<file path="src/rtl/sort_stream_out.sv">
// ---------------------------------------------------------------------------
// sort_stream_out
//
// Purpose:
//   Output stage that sits behind the FSM sorter. When the sorter pulses done,
//   the whole sorted array is captured in one cycle. The array is then handed
//   to a serial consumer one element per valid/ready beat. m_last marks the
//   final beat. The block also counts completed frames, and it flags a sticky
//   overrun when a done pulse arrives while it cannot accept a new frame.
//
// Ports:
//   clk          in   1            single clock, everything on posedge
//   rst_n        in   1            synchronous active-low reset
//   done         in   1            sorter completion pulse, data_sorted valid
//   data_sorted  in   N x WIDTH    sorted array, element 0 = smallest
//   m_valid      out  1            output beat valid
//   m_ready      in   1            consumer accepts beat on m_valid && m_ready
//   m_data       out  WIDTH        element carried by the current beat
//   m_index      out  IDX_W        beat number within the frame, 0..N-1
//   m_last       out  1            high on beat N-1 only
//   busy         out  1            frame held/streaming, done must not pulse
//   overrun      out  1            sticky, a done pulse was dropped
//   ovr_clr      in   1            clears overrun (a same-cycle set wins)
//   frame_cnt    out  16           completed frames, wraps 0xFFFF -> 0
//
// Configuration macro:
//   SORT_OUT_DESC_EN  when defined, frames are emitted largest first, so beat k
//                     carries buffer[N-1-k]. m_index and m_last still count
//                     beats 0..N-1. When undefined, beat k carries buffer[k].
// ---------------------------------------------------------------------------
module sort_stream_out #(
  parameter  int N     = 6,
  parameter  int WIDTH = 8,
  localparam int IDX_W = (N > 1) ? $clog2(N) : 1
) (
  input  logic                      clk,
  input  logic                      rst_n,
  input  logic                      done,
  input  logic [N-1:0][WIDTH-1:0]   data_sorted,
  output logic                      m_valid,
  input  logic                      m_ready,
  output logic [WIDTH-1:0]          m_data,
  output logic [IDX_W-1:0]          m_index,
  output logic                      m_last,
  output logic                      busy,
  output logic                      overrun,
  input  logic                      ovr_clr,
  output logic [15:0]               frame_cnt
);

  localparam logic [IDX_W-1:0] LAST_IDX = IDX_W'(N - 1);

  typedef enum logic {
    IDLE,
    STREAM
  } state_t;

  state_t                    r_state;
  state_t                    w_nextState;

  logic [N-1:0][WIDTH-1:0]   r_buffer;
  logic [IDX_W-1:0]          r_idx;
  logic [WIDTH-1:0]          r_mData;
  logic                      r_mLast;
  logic                      r_overrun;
  logic [15:0]               r_frameCnt;

  logic                      w_handshake;
  logic                      w_atLast;
  logic                      w_frameDone;
  logic                      w_capture;
  logic                      w_advance;
  logic                      w_overrunSet;
  logic [IDX_W-1:0]          w_nextIdx;
  logic [WIDTH-1:0]          w_capData;
  logic [WIDTH-1:0]          w_advData;

  // A beat is only ever on offer in STREAM, so m_ready is ignored elsewhere.
  // The final handshake of a frame is the single point where a new done can
  // be taken without dropping anything.
  assign w_handshake = (r_state == STREAM) && m_ready;
  assign w_atLast    = (r_idx == LAST_IDX);
  assign w_frameDone = w_handshake && w_atLast;
  assign w_nextIdx   = r_idx + IDX_W'(1);

  // Beat order selection. On capture the first beat comes straight from the
  // incoming array, because the buffer only receives it on the same edge.
  // While advancing, the next beat is read from the held buffer.
`ifdef SORT_OUT_DESC_EN
  assign w_capData = data_sorted[N-1];
  assign w_advData = r_buffer[LAST_IDX - w_nextIdx];
`else
  assign w_capData = data_sorted[0];
  assign w_advData = r_buffer[w_nextIdx];
`endif

  // Next-state logic. IDLE waits for done. STREAM walks the beats forward on
  // each handshake. At the last handshake, STREAM either chains straight into
  // a new frame (done present, no bubble) or goes back to IDLE. A done that
  // arrives at any other time in STREAM is dropped and raises overrun.
  always_comb begin
    w_nextState  = r_state;
    w_capture    = 1'b0;
    w_advance    = 1'b0;
    w_overrunSet = 1'b0;
    case (r_state)
      IDLE: begin
        if (done) begin
          w_capture   = 1'b1;
          w_nextState = STREAM;
        end
      end
      STREAM: begin
        if (w_handshake) begin
          if (w_atLast) begin
            if (done) begin
              w_capture = 1'b1;
            end else begin
              w_nextState = IDLE;
            end
          end else begin
            w_advance = 1'b1;
          end
        end
        if (done && !w_frameDone) begin
          w_overrunSet = 1'b1;
        end
      end
      default: begin
        w_nextState = IDLE;
      end
    endcase
  end

  // State register. Reset always forces IDLE, even in the middle of a frame,
  // so no partial beats can leak out after reset.
  always_ff @(posedge clk) begin
    if (!rst_n) begin
      r_state <= IDLE;
    end else begin
      r_state <= w_nextState;
    end
  end

  // Frame buffer and beat registers. These values only change on a capture
  // or an advance, so they stay stable while the consumer stalls. m_last is
  // dropped when a frame ends without a follow-on capture.
  always_ff @(posedge clk) begin
    if (!rst_n) begin
      r_buffer <= '0;
      r_idx    <= '0;
      r_mData  <= '0;
      r_mLast  <= 1'b0;
    end else if (w_capture) begin
      r_buffer <= data_sorted;
      r_idx    <= '0;
      r_mData  <= w_capData;
      r_mLast  <= (LAST_IDX == '0);
    end else if (w_advance) begin
      r_idx    <= w_nextIdx;
      r_mData  <= w_advData;
      r_mLast  <= (w_nextIdx == LAST_IDX);
    end else if (w_frameDone) begin
      r_mLast  <= 1'b0;
    end
  end

  // Status registers. The frame counter wraps naturally at 16 bits. When
  // overrun is set and cleared in the same cycle, the set takes priority so
  // that a dropped frame is never lost.
  always_ff @(posedge clk) begin
    if (!rst_n) begin
      r_frameCnt <= '0;
      r_overrun  <= 1'b0;
    end else begin
      if (w_frameDone) begin
        r_frameCnt <= r_frameCnt + 16'd1;
      end
      if (w_overrunSet) begin
        r_overrun <= 1'b1;
      end else if (ovr_clr) begin
        r_overrun <= 1'b0;
      end
    end
  end

  assign m_valid   = (r_state == STREAM);
  assign busy      = (r_state == STREAM);
  assign m_data    = r_mData;
  assign m_index   = r_idx;
  assign m_last    = r_mLast;
  assign overrun   = r_overrun;
  assign frame_cnt = r_frameCnt;

endmodule
</file>
<file path="config.mk">
export PLATFORM = sky130hd
export DESIGN_NAME = sort_stream_out
export DESIGN_NICKNAME = d
export VERILOG_FILES = /design/src/rtl/sort_stream_out.sv
export SDC_FILE = /design/constraint.sdc
export NUM_CORES = 1
export LEC_CHECK = 0
export CORE_UTILIZATION = 35
export DETAILED_ROUTE_END_ITERATION = 8
export GPL_TIMING_DRIVEN = 1
export PLACE_DENSITY_LB_ADDON = 0.3
export SLEW_MARGIN = 20
export SYNTH_ARGS = -nofsm -noshare
export SYNTH_HDL_FRONTEND = slang
export SYNTH_SLANG_ARGS = --single-unit
</file>
<file path="constraint.sdc">
create_clock -name clk -period 2.5 [get_ports clk]
set_input_delay 0.375 -clock clk [delete_from_list [all_inputs] [get_ports clk]]
set_output_delay 0.375 -clock clk [all_outputs]
set_load 0.005 [all_outputs]
</file>
# Yosys cells after proc, flatten, opt, wreduce, memory -nomap -nowiden
# Index checks and enable logic that the tools add are counted.
[totals]
register_bits = 78
inputBits = 53
output_inout_bits = 31
elab_cells = 47
[op_classes]
add_sub_neg = 2
magnitude_cmp = 1
n_eq_ne = 2
mux = 20
bitwise_logic = 2
reduce_logical = 8
[op_table]
columns = ["cell", "n"]
rows = [
  ["8-bit binary-select mux with 3-bit select", 1],
  ["8-bit two-way mux", 3],
  ["16-bit by 1-bit adder with 16-bit output (second input constant)", 1],
  ["1-bit two-way mux", 14],
  ["3-bit equality test (second input constant)", 2],
  ["2-bit nonzero test", 3],
  ["3-bit by 4-bit < comparator with 1-bit output (second input constant)", 1],
  ["1-bit one-hot mux with 2 select lines", 2],
  ["3-bit by 1-bit adder with 3-bit output (second input constant)", 1],
  ["1-bit logical AND", 3],
  ["1-bit inverter", 2],
  ["2-bit OR reduction", 1],
  ["1-bit zero test", 1],
]

# Longest topological paths before layout
# Gate-level depths: netlist (run 1).
[depth]
ltp_word = 7
ltp_mapped = 8
depth_no_buf = 6

# Worst setup path after synthesis (run 1)
# Ideal clock, no wire load.
[synth_timing]
kind = "register to register"
start = "reg r_idx[0], in the netlist m_index[0]"
end = "reg r_mData[0], in the netlist m_data[0]"
setup_time_ps = 122
t_arrival_ps = 2117
required_ps = 2378
path_slack_ps = 260
stages_incl_launch_ff = 9
synth_period_minus_slack_ps = 2240
path_cell_list = "dfxtp_1 buf_2 buf_2 inv_1 ha_1 buf_1 mux4_2 a22oi_1 a21oi_1"
[synth_via]
elab_chain_len = 5
[synth_lines]
columns = ["element", "line", "source"]
rows = [
  ["start: declaration", "62", "logic [IDX_W-1:0] r_idx;"],
  ["start signal: assignment", "160", "r_idx <= w_nextIdx;"],
  ["3-bit by 1-bit adder with 3-bit output", "84", "assign w_nextIdx = r_idx + IDX_W'(1);"],
  ["via w_nextIdx[0]", "74", "logic [IDX_W-1:0] w_nextIdx;"],
  ["8-bit binary-select mux with 3-bit select", "94", "assign w_advData = r_buffer[w_nextIdx];"],
  ["8-bit two-way mux (not written as such)", "94", ""],
  ["8-bit two-way mux", "159", "end else if (w_advance) begin"],
  ["8-bit two-way mux", "154", "end else if (w_capture) begin"],
  ["end signal: assignment", "157", "r_mData <= w_capData;"],
  ["end signal: assignment", "161", "r_mData <= w_advData;"],
  ["end: declaration", "63", "logic [WIDTH-1:0] r_mData;"],
]
# The timed path passes the listed nets, and every way through them passes these cells. The select of a mux whose other input is x is not followed.
# A chain may end at the register's enable or synchronous reset.

# Worst setup path in the final report (run 1)
[layout_timing]
start = "reg r_idx[1], in the netlist m_index[1]"
end = "reg r_mData[0], in the netlist m_data[0]"
# The elaborated chain is that of the path after synthesis.

==> run metrics, run 1 <==
Routed WL per cell about 14 microns; Clk pin slew, worst setup/hold paths 0.08 ns; CP Class flip-flop to flip-flop; mean post-synth cell area 8.67 sq um; met1 Use GR 21.0%; via count 2921; startpoint types flip-flop; drt first pass iters 4; RR Startpoint m_index[1]; Power Total 0.00259 W; Worst Path Arrival 2.23 ns; ANT nets after route 0; area share of the largest cell type after synthesis 46.7%; Synth async-reset ratio 0%; WHS 0.458 ns; Yosys warnings 0; Min-Delay Path Class flip-flop to flip-flop; Post-route DRC 0; diode count 0; Slew Viols, Final 0; Critical Path End Type flip-flop; share of cells above drive strength 1 9.19%; DP Area 4330 sq um; crit-path leading delay family simple AND/OR/NAND/NOR gates; Detailed Route WL between 8000 and 9000 microns; status finished clean; post-CTS sizing 0; I/O pins 84; Final Cell Area around 4500 sq um; Most Crowded Layer GR met2; clock tree buffer depth 2; number of synthesized register bits 78; most frequent cells in the layout 110 x nand2_1, 83 x clkdlybuf4s50_1, 78 x dfxtp_1; PortBufs 83; antenna violations before repair 0; total CTS buffers 9; met2 Use GR 28.6%; grt total ovfl 0; critical path cell sequence inv_1 -> ha_1 -> nor2_1 -> a22oi_1 -> a21oi_1; Worst Path Required 2.77 ns; sequential share of the synthesized area 46.7%; Syn Inst Count 386; Final Wtd Congestion 0.791; final setup violation count 0; Rows 35; CP bufs+invs 1; Crit Path Max Fanout 10; largest net degree at the start of global routing 58; syn nets around 440; final cell count without fillers about 600; total track usage between 10% and 20%; max_cap viols 0; Post-synth EDFFs 0; Worst VDD drop 0.000369 V; Die Area 9950 sq um; Slowest-stage cell, CP nor2_1; slowest cell delay on critical path 0.57 ns; Starting Density 36.2%; vias in the first global route 2758; max frequency 511 MHz; most common cell after layout, fill and taps aside nand2_1; TritonCTS clock tree built; TNS Setup 0 ns; dominant cell type by area after synthesis dfxtp_1; P per Cell Area ~570 nW/um^2; Clock Skew between 0.01 and 0.015 ns; largest cells by area after synthesis dfxtp_1 47%, nand2_1 12%, a21oi_1 9.0%; Die H 99.8 microns; Leakage 1.63 nW; Chip Width about 100 microns; min Tclk post-route 1.96 ns; drt via density 4.89; top_reg_cell synth dfxtp_1; GR Layer Usage met3 4.18%; drt initial violations 111; RSZ-0062 raised after global routing no; Synth Cell Area between 3000 and 4000 sq um; CTS sink cnt 78; launch point of the worst path m_index[1]; first-pass GRT wire length ~13000 microns; H-tree depth 3; Placed Cells 581; Layout area overhead 35.1%; nets@finish 520; worst-margin pin slew 0.612 ns; max_slew headroom 59.1%; CTS root buf clkbuf_8; Hold Vio Cnt, Final 0; HPWL after DPL roughly 5600 microns; hold wc startpoint r_buffer[44]; Tcrit/Tclk final between 70% and 80%; fillcell total 923; CORE AREA 9240 sq um; Setup Fix Bufs, Post-CTS 0; hold_buf cts 0; clk_lat worst skew about 0.34 ns; Synth cell types 40
## metrics by stage
stage / setup slack [ns] / util [%]
floorplan: 0.260 / -
global placement: 0.466 / 46.8
detailed placement: 0.415 / 46.8
CTS: 0.555 / 48.9
global route: 0.383 / 48.9
finish: 0.543 / 48.9
## Yosys cell counts (3+ instances only)
library cell,n
inv_1,7
ha_1,4
xor2_1,3
xnor2_1,8
clkbuf_1,11
mux4_2,8
dfxtp_1,78
nand2_1,110
nand3_1,5
o221ai_1,8
buf_2,11
nor2_1,16
a22oi_1,8
nor3_1,3
a21oi_1,60
nand2b_1,5
mux2i_1,6
mux2_2,8
## kinds of logic after synthesis
kind of cell / after synthesis / share of synthesized area (%)
simple gates: 153 / 19.8
fa+ha+maj: 4 / 1.50
mux: 22 / 9.87
buf+inv: 33 / 4.45
flops: 78 / 46.7
xor+xnor: 11 / 2.88
compound gates: 85 / 14.8
## report_power, final
part           switching (W)  total, W  internal, W
Combinational       0.000153  0.000341     0.000188
Clock               0.000447  0.000911     0.000464
Sequential         0.0000337   0.00133      0.00130
## final cells by class
type | count | area, sq um | area share [%]
Tap cell | 129 | 161 | 3.57
Sequential cell | 78 | 1560 | 34.6
Inverter | 8 | 30.0 | 0.664
Timing Repair Buffer | 91 | 928 | 20.5
Clock inverter | 5 | 60.1 | 1.33
Multi-Input combinational cell | 275 | 1650 | 36.4
Clock buffer | 11 | 131 | 2.91
## worst min-delay path, cell delays in order (launching register included)
cell and delay [ns]:
dfxtp_1 0.31, nand2_1 0.05, a21oi_1 0.05
## sequential cells by signal (all words and copies together), names as in the netlist
register	count
r_buffer	48
m_index	3
m_data	8
frame_cnt	16
overrun	1
m_last	1
busy	1
## path summary, 6_finish.rpt
path | end | slack [ns] | cells after the start
setup / recovery | m_data[0] | 0.54 | 5
hold / removal | r_buffer[44] | 0.46 | 2
hold reg to reg | r_buffer[44] | 0.46 | 2
setup reg to reg | m_data[0] | 0.54 | 5
## per-layer routing
layer / up-vias / routed length [microns] / part of all wire [%]
met5: - / 0 / 0
met4: 0 / 52 / 0.64
met3: 6 / 374 / 4.6
met2: 86 / 3970 / 49
met1: 1353 / 3700 / 46
li1: 1476 / - / -
No activity file was read; power rests on OpenSTA's default activity.
==> inputs of run 2 (changes only) <==
==> constraint.sdc (replaced) <==
create_clock -name clk -period 2 [get_ports clk]
set_input_delay 0.3 -clock clk [delete_from_list [all_inputs] [get_ports clk]]
set_output_delay 0.3 -clock clk [all_outputs]
set_load 0.005 [all_outputs]
==> run metrics, run 2 (synthesis results as in run 1) <==
Layout area overhead 36.6% (was 35.1%); largest net degree at the start of global routing 41 (was 58); Tcrit/Tclk final 92.7% (was 78.3%); RSZ-0062 raised after global routing no (unchanged); max FFs per register 48 (unchanged); first-pass GRT wire length 13400 microns (was 13000 microns); Critical Path End Type flip-flop (unchanged); Hold Path Depth 2 (unchanged); Clk pin slew, worst setup/hold paths 0.08 ns (about the same); min Tclk post-route 1.85 ns (was 1.96 ns); CTS sink cnt 78 (unchanged); post-CTS sizing 0 (unchanged); P per Cell Area 696 nW/um^2 (was 572 nW/um^2); max_slew headroom 68.7% (was 59.1%); CTS root buf clkbuf_8 (unchanged); r2r setup slk 0.15 ns (was 0.54 ns); WHS 0.458 ns (about the same); Worst R2R End m_data[0] (unchanged); final setup violation count 0 (unchanged); drt initial violations 98 (was 111); max frequency 540 MHz (was 511 MHz); ANT nets after route 0 (unchanged); Min-Delay Path Class flip-flop to flip-flop (unchanged); diode count 0 (unchanged); RR Startpoint m_index[1] (unchanged); Worst Path Arrival 2.09 ns (was 2.23 ns); hold_buf cts 0 (unchanged); Worst VDD drop 0.000368 V (was 0.000369 V); grt total ovfl 0 (unchanged); Hold Vio Cnt, Final 0 (unchanged); startpoint types flip-flop (unchanged); clk_lat worst skew 0.35 ns (was 0.34 ns); total CTS buffers 9 (unchanged); Top reg by flops r_buffer (unchanged); max_cap viols 0 (unchanged); HPWL after DPL 5980 microns (was 5620 microns); nets@finish 528 (was 520); drt via density 4.91 (was 4.89); Post-route DRC 0 (unchanged); Hold Path End r_buffer[12] (was r_buffer[44]); share of cells above drive strength 1 11.1% (was 9.19%); I/O pins 84 (unchanged); Worst Path Required 2.24 ns (was 2.77 ns); Die H 99.8 microns (unchanged); Routed WL per cell 13.5 microns (was 13.6 microns); antenna violations before repair 0 (unchanged); PortBufs 83 (unchanged); CP Class flip-flop to flip-flop (unchanged); worst-margin pin slew 0.469 ns (was 0.612 ns); Starting Density 36.2% (unchanged); number of cells on the worst reg-to-reg path 5 (unchanged); Final Wtd Congestion 0.794 (was 0.791); most frequent cells in the layout 110 x nand2_1, 83 x clkdlybuf4s50_1, 78 x dfxtp_1 (unchanged); total track usage 17.2% (was 16.5%); Slew Viols, Final 0 (unchanged); drt first pass iters 5 (was 4); hold wc startpoint r_buffer[12] (was r_buffer[44]); clock tree buffer depth 2 (unchanged); Chip Width 99.8 microns (unchanged); vias in the first global route 2849 (was 2758); Detailed Route WL 8200 microns (was 8100 microns); Crit Path Max Fanout 10 (unchanged); TNS Setup 0 ns (unchanged); CORE AREA 9240 sq um (unchanged); most common cell after layout, fill and taps aside nand2_1 (unchanged); Die Area 9950 sq um (unchanged); Leakage 1.66 nW (was 1.63 nW); Clock Skew 0.00691 ns (was 0.0105 ns); via count 2971 (was 2921); H-tree depth 3 (unchanged); Rows 35 (unchanged); TritonCTS clock tree built (unchanged); status finished clean (unchanged); Setup Fix Bufs, Post-CTS 0 (unchanged)
run 2: worst max-delay path, cell delays in order, from the launching register on:
cell     delay [ns]
dfxtp_1        0.39
inv_1          0.08
ha_1           0.58
mux4_2         0.39
a22oi_1        0.21
a21oi_1        0.09
run 2: worst max path at each step:
stage                           from            to  cells past startpoint  slack, ns
final                     m_index[1]     m_data[0]                      5       0.15
after detailed placement     m_ready  frame_cnt[9]                      5       0.07
after CTS                 m_index[1]     m_data[0]                      5       0.17
after global routing      m_index[1]     m_data[4]                      5       0.02
after floorplan           m_index[0]     m_data[0]                      8       0.01
after global placement       m_ready  frame_cnt[9]                      5       0.11
run 2: layout make-up:
class,count,area [sq um]
fillers,911,4670
flip-flops and latches,78,1560
well taps,129,161
repair buffers,99,988
clock buffers,10,138
clock inverters,6,46.3
multi-input cells,275,1650
inverters,8,30.0
run 2: metrics by stage:
step	cells	instance area [sq um]	util [%]	total power, W	setup slack [ns]
2_1_floorplan	386	3350	-	0.00191	0.00952
3_3_place_gp	589	4390	47.5	0.00213	0.106
3_5_place_dp	589	4390	47.5	0.00214	0.0686
4_1_cts	605	4570	49.5	0.00323	0.167
5_1_grt	605	4570	49.5	0.00335	0.0194
6_report	605	4570	49.5	0.00318	0.147
run 2: power by group:
| group | leakage [nW] | total [W] | switching [W] | internal [W] |
|---|---|---|---|---|
| sequential | 0.638 | 0.00167 | 0.0000432 | 0.00163 |
| clock | 0.0772 | 0.00108 | 0.000596 | 0.000488 |
| combinational | 0.942 | 0.000431 | 0.000190 | 0.000241 |
run 2: routing by layer:
layer / track usage [%] / wire, microns / up-vias
met5: 0 / 0 / -
met4: 4.07 / 43 / 0
met3: 4.87 / 381 / 5
met2: 30.1 / 4070 / 85
met1: 21.0 / 3700 / 1383
li1: - / - / 1498
==> inputs of run 3 (changes only) <==
--- a/config.mk
+++ b/config.mk
@@ -5,7 +5,9 @@
 export SDC_FILE = /design/constraint.sdc
 export NUM_CORES = 1
 export LEC_CHECK = 0
+export ABC_CLOCK_PERIOD_IN_PS = 2000
 export CORE_UTILIZATION = 35
+export CTS_BUF_LIST = sky130_fd_sc_hd__clkbuf_16
 export DETAILED_ROUTE_END_ITERATION = 8
 export GPL_TIMING_DRIVEN = 1
 export PLACE_DENSITY_LB_ADDON = 0.3
==> run metrics, run 3 (synthesis results as in run 1) <==
Worst R2R End m_data[0] (unchanged); Min-Delay Path Class flip-flop to flip-flop (unchanged); drt via density 4.95 (was 4.91); Final Wtd Congestion 0.794 (unchanged); drt initial violations 96 (was 98); min Tclk post-route 1.85 ns (about the same); Placed Cells 589 (unchanged); register area 1560 sq um (unchanged); hold_buf cts 0 (unchanged); Hold Path End r_buffer[28] (was r_buffer[12]); power share of the clock group 41.5% (was 34.0%); share of cells above drive strength 1 10.9% (was 11.1%); diode count 0 (unchanged); via count 2995 (was 2971); startpoint types flip-flop (unchanged); Starting Density 36.2% (unchanged); RSZ-0062 raised after global routing no (unchanged); H-tree depth 3 (unchanged); Rows 35 (unchanged); ANT nets after route 0 (unchanged); Chip Width 99.8 microns (unchanged); Die Area 9950 sq um (unchanged); status finished clean (unchanged); final setup violation count 0 (unchanged); number of cells on the worst reg-to-reg path 5 (unchanged); Die H 99.8 microns (unchanged); Slew Viols, Final 0 (unchanged); Post-route DRC 0 (unchanged); vias in the first global route 2873 (was 2849); max FFs per register 48 (unchanged); first-pass GRT wire length 13600 microns (was 13400 microns); RR Startpoint m_index[1] (unchanged); Worst Path Arrival 2.07 ns (was 2.09 ns); hold wc startpoint r_buffer[28] (was r_buffer[12]); Worst VDD drop 0.000427 V (was 0.000368 V); max_cap viols 0 (unchanged); Setup Fix Bufs, Post-CTS 0 (unchanged); CTS root buf clkbuf_16 (was clkbuf_8); Tcrit/Tclk final 92.3% (was 92.7%); I/O pins 84 (unchanged); Seq pwr share 46.5% (was 52.4%); Top reg by flops r_buffer (unchanged); area of the multi-input gates 1650 sq um (unchanged); internal power 0.00271 W (was 0.00235 W); post-CTS sizing 0 (unchanged); Psw 0.000886 W (was 0.000829 W); Detailed Route WL 8330 microns (was 8200 microns); Leakage 1.70 nW (was 1.66 nW); Routed WL per cell 13.8 microns (was 13.5 microns); r2r setup slk 0.15 ns (about the same); Layout area overhead 39.4% (was 36.6%); Clock Skew 0.00591 ns (was 0.00691 ns); PortBufs 83 (unchanged); clk_lat worst skew 0.34 ns (was 0.35 ns); antenna violations before repair 0 (unchanged); Critical Path End Type flip-flop (unchanged); P per Cell Area 771 nW/um^2 (was 696 nW/um^2); clock tree buffer depth 2 (unchanged); max frequency 542 MHz (was 540 MHz); Crit Path Max Fanout 10 (unchanged); max_slew headroom 69.5% (was 68.7%); CORE AREA 9240 sq um (unchanged); final worst slack 0.155 ns (was 0.147 ns); Worst Path Required 2.22 ns (was 2.24 ns); TritonCTS clock tree built (unchanged); fillcell total 911 (unchanged); grt total ovfl 0 (unchanged); nets@finish 528 (unchanged); Final Cell Area 4660 sq um (was 4570 sq um); TNS Setup 0 ns (unchanged); switch share 24.7% (was 26.0%); worst-margin pin slew 0.458 ns (was 0.469 ns); DP Area 4390 sq um (unchanged); Hold Vio Cnt, Final 0 (unchanged); most frequent cells in the layout 110 x nand2_1, 83 x clkdlybuf4s50_1, 78 x dfxtp_1 (unchanged); most common cell after layout, fill and taps aside nand2_1 (unchanged); final cell count without fillers 605 (unchanged); Hold Path Depth 2 (unchanged); largest net degree at the start of global routing 41 (unchanged); Clk pin slew, worst setup/hold paths 0.06 ns (was 0.08 ns); CTS sink cnt 78 (unchanged); total CTS buffers 9 (unchanged); CP Class flip-flop to flip-flop (unchanged); dpl ws 0.0686 ns (unchanged); drt first pass iters 4 (was 5); Comb pwr share 12.0% (was 13.6%); HPWL after DPL 5980 microns (unchanged); total track usage 17.4% (was 17.2%)
[run 3: cell count changes in the layout (fill, tap and decap cells not counted), sizes merged]
cell / change
clkbuf: -1
clkinv: +1
[run 3: layout make-up]
type	instances	area share (%)
clock inverter	7	1.07
sequential	78	33.5
inverter	8	0.644
multi-input combinational	275	35.3
clock buffer	9	4.83
timing repair buffer	99	21.2
tap	129	3.46
[run 3: critical path: stages, from the launching register on]
cell and delay [ns]:
dfxtp_1 0.39, inv_1 0.08, ha_1 0.57, mux4_2 0.39, a22oi_1 0.21, a21oi_1 0.09
[run 3: routing by layer]
metal	global-route usage [%]	up-vias	wire length, microns
met4	4.86	0	72
met5	0	-	0
met2	30.2	97	4090
met3	5.01	8	470
met1	21.1	1392	3690
li1	-	1498	-
[run 3: how the worst max path moves through the flow]
stage,cells after the start,endpoint,start
floorplan,8,m_data[0],m_index[0]
global placement,5,frame_cnt[9],m_ready
detailed placement,5,frame_cnt[9],m_ready
CTS,5,m_data[0],m_index[1]
global route,5,m_data[4],m_index[1]
finish,5,m_data[0],m_index[1]
[run 3: power groups by stage]
stage	clock network, W	logic, W	registers, W
detailed placement	0	0.000434	0.00170
CTS	0.00153	0.000436	0.00167
global route	0.00160	0.000476	0.00168
floorplan	0	0.000215	0.00169
finish	0.00149	0.000433	0.00167
global placement	0	0.000428	0.00170
[run 3: metrics by stage]
stage / power [W] / hold slack [ns] / util, %
floorplan: 0.00191 / 0.424 / -
global route: 0.00375 / 0.471 / 50.5
detailed placement: 0.00214 / 0.447 / 47.5
global placement: 0.00213 / 0.439 / 47.5
CTS: 0.00363 / 0.456 / 50.5
finish: 0.00359 / 0.455 / 50.5
